==> config.mk <==
export PLATFORM = sky130hd
export DESIGN_NAME = multi_race_arbiter
export DESIGN_NICKNAME = d
export VERILOG_FILES = /design/src/rtl/multi_race_arbiter.sv
export SDC_FILE = /design/constraint.sdc
export NUM_CORES = 1
export LEC_CHECK = 0
export BUFFER_PORTS_ARGS = -buffer_cell sky130_fd_sc_hd__buf_2
export CORE_MARGIN = 2
export CORE_UTILIZATION = 51
export CTS_CLUSTER_DIAMETER = 150
export DETAILED_ROUTE_END_ITERATION = 7
export GPL_TIMING_DRIVEN = 0
export PLACE_DENSITY_LB_ADDON = 0.3
export SLEW_MARGIN = 10
export SYNTH_ARGS = -nofsm -noshare
export SYNTH_HDL_FRONTEND = slang
export SYNTH_SLANG_ARGS = --single-unit
==> constraint.sdc <==
create_clock -name clk -period 3.9 [get_ports clk]
set_clock_uncertainty 0.2 [all_clocks]
set_input_delay 0.39 -clock clk [delete_from_list [all_inputs] [get_ports clk]]
set_output_delay 0.39 -clock clk [all_outputs]
set_load 0.1 [all_outputs]
==> src/rtl/multi_race_arbiter.sv <==
// Parallel RO-PUF race arbiter: judges NUM_PAIRS oscillator races per start pulse,
// latching first-finisher, ties and a bounded-race timeout into one result word.

module mrace_judge #(
  parameter bit TIE_WINNER = 1'b0
) (
  input  logic clk,
  input  logic rst_n,
  input  logic clear,
  input  logic en,
  input  logic f1,
  input  logic f2,
  output logic winner,
  output logic valid,
  output logic tie,
  output logic valid_nxt
);
  logic hit;

  // Only the first cycle either flag is seen counts; the pair is frozen afterwards.
  assign hit       = en & ~valid & (f1 | f2);
  assign valid_nxt = valid | hit;

  always_ff @(posedge clk) begin
    if (!rst_n) begin
      winner <= 1'b0;
      valid  <= 1'b0;
      tie    <= 1'b0;
    end else if (clear) begin
      winner <= 1'b0;
      valid  <= 1'b0;
      tie    <= 1'b0;
    end else if (hit) begin
      valid  <= 1'b1;
      tie    <= f1 & f2;
      winner <= (f1 & f2) ? TIE_WINNER : f1;
    end
  end
endmodule

module multi_race_arbiter #(
  parameter int NUM_PAIRS      = 8,
  parameter int TIMEOUT_CYCLES = 1024,
  parameter bit TIE_WINNER     = 1'b0
) (
  input  logic                 clk,
  input  logic                 rst_n,
  input  logic                 start,
  input  logic [NUM_PAIRS-1:0] finished1,
  input  logic [NUM_PAIRS-1:0] finished2,
  output logic [NUM_PAIRS-1:0] winner,
  output logic [NUM_PAIRS-1:0] valid,
  output logic [NUM_PAIRS-1:0] tie,
  output logic                 busy,
  output logic                 done,
  output logic                 timed_out
);
  localparam int CW = $clog2(TIMEOUT_CYCLES + 1);
  localparam logic [CW-1:0] CNT_LAST = CW'(TIMEOUT_CYCLES - 1);
  localparam logic [CW-1:0] CNT_MAX  = CW'(TIMEOUT_CYCLES);

  typedef enum logic [1:0] {IDLE, RACE, DONE} state_t;

  state_t               state, state_nxt;
  logic [CW-1:0]        cnt;
  logic                 enter, racing, tmo, all_valid;
  logic [NUM_PAIRS-1:0] valid_nxt;

  assign racing    = (state == RACE);
  assign tmo       = racing && (cnt == CNT_LAST);
  assign all_valid = &valid;

  mrace_judge #(.TIE_WINNER(TIE_WINNER)) u_judge [NUM_PAIRS-1:0] (
    .clk       (clk),
    .rst_n     (rst_n),
    .clear     (enter),
    .en        (racing),
    .f1        (finished1),
    .f2        (finished2),
    .winner    (winner),
    .valid     (valid),
    .tie       (tie),
    .valid_nxt (valid_nxt)
  );

  always_ff @(posedge clk) begin
    if (!rst_n) state <= IDLE;
    else        state <= state_nxt;
  end

  always_comb begin
    state_nxt = state;
    enter     = 1'b0;
    case (state)
      IDLE, DONE: if (start) begin
        state_nxt = RACE;
        enter     = 1'b1;
      end
      RACE: if (all_valid || tmo) state_nxt = DONE;
      default: state_nxt = IDLE;
    endcase
  end

  // Saturating race-cycle counter; RACE never outlives TIMEOUT_CYCLES cycles.
  always_ff @(posedge clk) begin
    if (!rst_n)                      cnt <= '0;
    else if (enter)                  cnt <= '0;
    else if (racing && cnt != CNT_MAX) cnt <= cnt + CW'(1);
  end

  // A pair resolving in the timeout cycle still counts, so look at next-cycle valid.
  always_ff @(posedge clk) begin
    if (!rst_n)                    timed_out <= 1'b0;
    else if (enter)                timed_out <= 1'b0;
    else if (tmo && !all_valid)    timed_out <= ~&valid_nxt;
  end

  always_ff @(posedge clk) begin
    if (!rst_n) begin
      busy <= 1'b0;
      done <= 1'b0;
    end else begin
      busy <= (state_nxt == RACE);
      done <= (state_nxt == DONE);
    end
  end
endmodule

Yosys cells after proc, flatten, opt, wreduce, memory -nomap -nowiden --
Cells that the tools add are included.
Cells by class: add/sub/neg operators 1, multiply operators 0, divide/modulo/power cells 0, $lt $le $gt $ge 0, eq/ne operators 6, shift-type cells 0, multiplexer cells 13, bitwise logic cells 49, reductions and logical operators 11
Operator list (number):
- 1-bit AND | 24
- 1-bit OR | 16
- 8-bit AND reduction | 2
- 11-bit by 1-bit adder with 11-bit output, second input constant | 1
- 11-bit by 10-bit equality test with 1-bit output, second input constant | 1
- 11-bit inequality test, second input constant | 1
- 1-bit 2-to-1 mux | 10
- 1-bit inverter | 9
- 2-bit by 1-bit equality test with 1-bit output, second input constant | 2
- 2-bit equality test, second input constant | 2
- 2-bit 2-to-1 mux | 2
- 2-bit case mux with 2 select lines | 1
- 2-bit OR reduction | 2
- 1-bit logical AND | 3
- 1-bit logical NOT | 2
- 2-bit logical NOT | 1
- 1-bit logical OR | 1
Word-level totals: flip-flop bits (word level) 40, latch bits 0, memory bits (writable) 0, bits in read-only memories 0, bits of input ports 19, output and inout port bits 27, word-level logic and storage cells 109, memories kept 0

Longest topological paths before layout --
Gate-level depths: netlist of the first run.
depth after elaboration 6, gate-level depth with buffers 7, depth with buffers taken out 7

Hierarchy --
Synthesis of the first run repeated with hierarchy kept, for this count alone.
Second synthesis, totals: cells, all modules 209, area, all modules 1944.4 µm²
By module, submodules not included:
- mrace_judge | times used 8, cells each 15, area an instance 143.9 µm², sequential area each 60.1 µm²
- multi_race_arbiter | times used 1, cells each 89, area an instance 793.3 µm², sequential area each 320.3 µm²

Worst setup path after synthesis of the first run --
No wires, ideal clock.
path type register to register, start point reg cnt[0], end point reg cnt[3], library setup time 0.128 ns, arrival 1.463 ns, required time 3.572 ns, setup slack 2.109 ns, cell stages (with the launch flop) 8, buffers on the path 0, clock period less this slack 1.791 ns, path through dfxtp_1 -> inv_1 -> ha_1 -> nor4b_1 -> a31oi_2 -> and4_1 -> xnor2_1 -> nor2_1
Between the ends: word-level cells in the longest chain between the ends 2, elaborated cells on any way between the ends 3, classes of those cells add/sub: 1; eq/ne: 1; reduce/logical: 1
Ends and longest elaborated chain:
- from (decl) | line 65 | logic [CW-1:0] cnt;
- from (signal assigned) | line 108 | else if (racing && cnt != CNT_MAX) cnt <= cnt + CW'(1);
- branches (longest 2 deep; another with 11-bit by 1-bit adder with 11-bit output)
Several ways; the timed one is not identified. A chain may end at the register's enable or synchronous reset.

Worst setup path in the final report of the first run --
Same ends and word-level chain as after synthesis.

==> metrics.csv, run 1 <==
metric,value,unit
dr.pass1.iters,4,
first_iter_violations,82,
start_util,53.8,%
postSynthAreaPerCell,8.33,um2
p_per_area,371,nW/um2
place_hpwl,2670,um
placed_cells,310,
leakagePower,0.943,nW
critPathArrivalTime,2020,ps
routed_wl,3590,um
cts_buffer_depth,2,
relSlewSlack,62.1,%
cp-endpoint,cnt[3]$_SDFFE_PP0P_,
core,3390,um2
num_vias,1592,
final_cells,317,
hold_class,in2reg,
maxCapViolCount,0,
setup_ws,1890,ps
post-cts-setup-buffers,0,
max_freq,498,MHz
utilization,63.5,%
critPathKind,reg2reg,
synthCells,219,
drive_gt1_share,32.5,%
synth_area,1820,um2
ys_top_cells_by_area,"dfxtp_1 44%, buf_4 9.9%, a21oi_1 7.4%",
max-vdd-ir-drop,0.000251,V
ys_seq_elements,40,
antenna_found_initial,0,
power_frac_seq,53.9,%
ys_types,29,
grt_pass1_vias,1459,
clock_sink_count,40,
layout_commonest_cell,buf_2,
final_cell_mix,"47 x buf_2, 40 x dfxtp_1, 29 x nor2_1, 27 x a21oi_1, 24 x buf_4",
drcViolationCount,0,
finalHoldWorstSlack,34.6,ps
die_h,63.8,um
final_cell_area,2150,um2
synth_top_cell_by_area,dfxtp_1,
seq_area_frac_synth,43.9,%
num_antenna_cells,0,
numCtsBuffers,5,
internal-power,533,uW
dp_slack,1910,ps
dieArea,4070,um2
clkPwrFrac,23.9,%
grt_max_degree,12,
grt_usage,19.1,%
rr_endpoint,cnt[3]$_SDFFE_PP0P_,
n_fill_cell,301,
placed_cell_area,2110,um2
period_needed,2010,ps
ios,46,
cts_tree,built,
sw_frac_of_total,33.2,%
regArea,801,um2
synth_top_area_share,43.9,%
multi_input_area,807,um2
rsz0062_at_grt,false,
setup_tns,0,ps
cts_hold_buf,0,
status,"finished, final reports clean",
crit-reg2reg-launch,cnt[0]$_SDFFE_PP0P_,
start_kind,register,
synthToLayoutAreaGrowth,18.0,%
rrSetupSlack,1890,ps
rows,21,
synth_nets,240,
grt_pass1_wl,6140,um
setup.worst_path.start,cnt[0]$_SDFFE_PP0P_,
yosys_warnings,0,
port_buffers,45,
final_hold_viol_count,0,
clk_transition_reported_paths,110,ps
grt.overflow.total,0,
power,798,uW
worst_slew_pin_slew,569,ps
min_period_over_period,51.5,%
combPwrFrac,22.2,%
drtAntennaViolNets,0,
endpoint_kind,register,
cp_max_fo,9,
cp.required,3920,ps
slew_viol_final,0,
p_sw,265,uW
setup_violations,0,
via_per_inst,5.02,
nNetsFinal,292,
cts-resized-gates,0,
cts_root_buffer,clkbuf_4,
chipWidth,63.8,um
gp_congestion,0.788,
htreeDepth,2,
wl_per_cell,11.3,um
r2r_cells,7,
clkLatencyLatePin,340,ps
-- worst max-delay path: stages, from the launching register on --
cell     delay (ps)
dfxtp_1         420
inv_1            70
ha_1            200
nor4b_1         150
a31oi_2         430
and4_1          270
xnor2_1         110
nor2_1           50
-- cell usage after synthesis, drive strengths merged --
master,count
ha,2
and4,2
nand3,13
or3,1
and2b,1
clkbuf,3
nor4b,2
dfxtp,40
a21oi,27
a31oi,2
or2,10
a211oi,8
buf,26
a21boi,2
nor2,29
nor3b,1
nand4,6
inv,4
o21ai,1
and4b,1
o21a,2
nor3,2
nand2,21
nand2b,2
xor2,6
nor4,2
xnor2,3
-- logic make-up (layout without fill, tap and decap cells) --
| family | after synthesis | count (layout) | share of synthesized area (%) |
|---|---|---|---|
| flip-flops | 40 | 40 | 43.9 |
| adder cells (fa/ha/maj) | 2 | 2 | 1.37 |
| XOR/XNOR | 9 | 9 | 4.32 |
| buffers and inverters | 33 | 85 | 11.9 |
| AO/OA/AOI/OAI | 42 | 42 | 13.6 |
| AND/OR/NAND/NOR | 93 | 93 | 24.9 |
-- layout make-up --
type / count / share of cell area (%)
clock inverter: 1 / 0.232
tap: 46 / 2.67
sequential: 40 / 37.2
buffer: 29 / 9.35
inverter: 4 / 0.697
clock buffer: 6 / 1.92
multi-input combinational: 146 / 37.5
timing repair buffer: 45 / 10.5
-- how the worst min path moves through the flow --
stage,startpoint,end,slack (ps),depth (start not counted)
floorplan,u_judge[0].tie$_SDFFE_PP0P_,u_judge[0].tie$_SDFFE_PP0P_,240,2
global placement,u_judge[2].tie$_SDFFE_PP0P_,u_judge[2].tie$_SDFFE_PP0P_,240,2
detailed placement,u_judge[0].tie$_SDFFE_PP0P_,u_judge[0].tie$_SDFFE_PP0P_,250,2
CTS,finished2[1],u_judge[1].winner$_SDFFE_PP0P_,30,2
global route,finished2[1],u_judge[1].winner$_SDFFE_PP0P_,30,2
finish,finished2[1],u_judge[1].winner$_SDFFE_PP0P_,30,2
-- power groups by stage --
| stage | logic (mW) | clock network, mW | registers (mW) |
|---|---|---|---|
| 2_1_floorplan | 0.136 | 0 | 0.444 |
| 3_3_place_gp | 0.175 | 0 | 0.439 |
| 3_5_place_dp | 0.177 | 0 | 0.440 |
| 4_1_cts | 0.178 | 0.198 | 0.430 |
| 5_1_grt | 0.191 | 0.216 | 0.433 |
| 6_report | 0.177 | 0.191 | 0.430 |
-- flip-flops by register name, indices dropped and copies added, names as in the netlist --
register / flops
cnt: 11
u_judge.winner: 8
timed_out: 1
done: 1
u_judge.tie: 8
state: 2
u_judge.valid: 8
busy: 1
-- routing by layer --
layer / GRT usage (%) / routed length, um
met4: 7.34 / 44
met5: 0 / 0
met2: 31.6 / 1700
met3: 4.93 / 186
met1: 23.8 / 1660
Note: power is estimated with default switching activity, not from simulation.
==> run 2: changes to the inputs <==
Clock period 3.9 ns to 1.95 ns, I/O delays scaled along.
==> run 2 against run 1 <==
  * Sequential share of layout area shrank 3.1 points
  * Largest power group unchanged
  * Wire length is 7.8% higher
  * Cell count is 6.3% higher
  * Sequential cell count is the same
  * Setup slack worse by 1700 ps
  * Clock power up 100%
  * Critical endpoint unchanged
  * Worst hold slack better by 230 ps
  * Critical path type unchanged
==> metrics.csv, run 2 (synthesis results as in run 1) <==
metric,value,unit,change
status,"finished, final reports clean",,unchanged
endpoint_kind,register,,unchanged
ios,46,,unchanged
drive_gt1_share,32.0,%,was 32.5%
cts_root_buffer,clkbuf_4,,unchanged
cp.required,1970,ps,was 3920 ps
antenna_found_initial,0,,unchanged
cp.buffers_inverters,2,,was 1
min_period_over_period,92.7,%,was 51.5%
relSlewSlack,60.0,%,was 62.1%
leakagePower,1.03,nW,was 0.943 nW
crit-reg2reg-launch,cnt[1]$_SDFFE_PP0P_,,was cnt[0]$_SDFFE_PP0P_
max-vdd-ir-drop,0.000522,V,was 0.000251 V
rows,21,,unchanged
routed_wl,3870,um,was 3590 um
core,3390,um2,unchanged
final_cell_mix,"47 x buf_2, 38 x dfxtp_1, 29 x nor2_1, 27 x a21oi_1, 26 x buf_4",,"was 47 x buf_2, 40 x dfxtp_1, 29 x nor2_1, 27 x a21oi_1, 24 x buf_4"
n_fill_cell,272,,was 301
cpPeakStageDelay,350,ps,was 430 ps
grt_pass1_vias,1534,,was 1459
largest_register_ffs,11,,unchanged
num_vias,1661,,was 1592
clock_sink_count,40,,unchanged
period_needed,1810,ps,was 2010 ps
max_freq,553,MHz,was 498 MHz
grt_pass1_wl,6540,um,was 6140 um
placed_cell_area,2110,um2,unchanged
cts_buffer_depth,2,,unchanged
grt_max_degree,12,,unchanged
drcViolationCount,0,,unchanged
drtAntennaViolNets,0,,unchanged
critPathKind,reg2reg,,unchanged
clk_transition_reported_paths,110,ps,about the same
hp-start,u_judge[0].tie$_SDFFE_PP0P_,,was finished2[1]
die_h,63.8,um,unchanged
nNetsFinal,312,,was 292
start_kind,register,,unchanged
worst_slew_pin_slew,600,ps,was 569 ps
start_util,53.8,%,unchanged
num_antenna_cells,0,,unchanged
setup.worst_path.start,cnt[1]$_SDFFE_PP0P_,,was cnt[0]$_SDFFE_PP0P_
slew_viol_final,0,,unchanged
place_hpwl,2670,um,unchanged
final_cell_area,2360,um2,was 2150 um2
hold_class,reg2reg,,was in2reg
grt_usage,20.4,%,was 19.1%
p_per_area,694,nW/um2,was 371 nW/um2
gp_congestion,0.788,,unchanged
htreeDepth,2,,unchanged
worst_path_max_delay_cell,dfxtp_2,,was a31oi_2
final_hold_viol_count,0,,unchanged
synthToLayoutAreaGrowth,29.2,%,was 18.0%
via_per_inst,4.93,,was 5.02
cp_top_family,simple AND/OR/NAND/NOR gates,,unchanged
clkLatencyLatePin,340,ps,about the same
setup_violations,0,,unchanged
critPathArrivalTime,1820,ps,was 2020 ps
dr.pass1.iters,4,,unchanged
largest-register,cnt,,unchanged
utilization,69.5,%,was 63.5%
setup_tns,0,ps,unchanged
crit_chain,"inv_1, ha_1, nor4b_2, a31oi_2, buf_4, and4_1, xnor2_1, nor2_1",,"was inv_1, ha_1, nor4b_1, a31oi_2, and4_1, xnor2_1, nor2_1"
cts_tree,built,,unchanged
power,1.64,mW,was 798 uW
rsz0062_at_grt,false,,unchanged
port_buffers,45,,unchanged
first_iter_violations,96,,was 82
numCtsBuffers,5,,unchanged
chipWidth,63.8,um,unchanged
grt.overflow.total,0,,unchanged
wl_per_cell,11.5,um,was 11.3 um
layout_commonest_cell,buf_2,,unchanged
dieArea,4070,um2,unchanged
cp_max_fo,7,,was 9
maxCapViolCount,0,,unchanged
[run 2: cell types whose count changed in the layout (fill, tap and decap cells not counted), sizes merged]
cell and delta:
buf +2, dlygate4sd3 +18
[run 2: final cells by class]
class                   count  area, um2  area share [%]
plain buffers              29        201            8.55
clock buffers               6       41.3            1.75
clock inverters             1       5.00           0.212
well taps                  46       57.6            2.44
repair buffers             65        420            17.8
inverters                   4       15.0           0.637
multi-input cells         146        813            34.5
flip-flops and latches     40        803            34.1
[run 2: through the flow]
step	instances	hold WS, ps	setup slack [ps]
after floorplan	219	91.6	159
after global placement	310	200	7.20
after detailed placement	310	210	-40.0
after CTS	336	266	26.1
after global routing	337	301	8.77
final	337	261	142
[run 2: routing by layer]
layer / global-route usage, % / part of all wire, % / up-vias
li1: - / - / 871
met1: 25.3 / 47 / 752
met2: 34.1 / 48 / 33
met3: 4.93 / 3.9 / 5
met4: 7.61 / 1.1 / 0
met5: 0 / 0 / -
[run 2: timing repair]
item,in CTS,in global routing
setup buffers,1,1
setup endpoints to repair,3,5
hold buffers,18,0
gates resized for setup,0,3
hold endpoints to repair,20,0
pin swaps,1,1
[run 2: worst paths after layout]
path,endpoint,slack [ps],depth (start not counted)
min reg2reg,u_judge[0].tie$_SDFFE_PP0P_,260,2
max,cnt[3]$_SDFFE_PP0P_,140,8
max reg2reg,cnt[3]$_SDFFE_PP0P_,140,8
min,u_judge[0].tie$_SDFFE_PP0P_,260,2
[run 2: worst register-to-register path, cell delays in order, from the launching register on]
cell and delay, ps:
dfxtp_2 350, inv_1 70, ha_1 130, nor4b_2 260
a31oi_2 130, buf_4 170, and4_1 210, xnor2_1 130
nor2_1 50
[run 2: power by group]
group,switching (mW),internal (mW)
logic,0.270,0.119
registers,0.0192,0.842
clock network,0.252,0.133
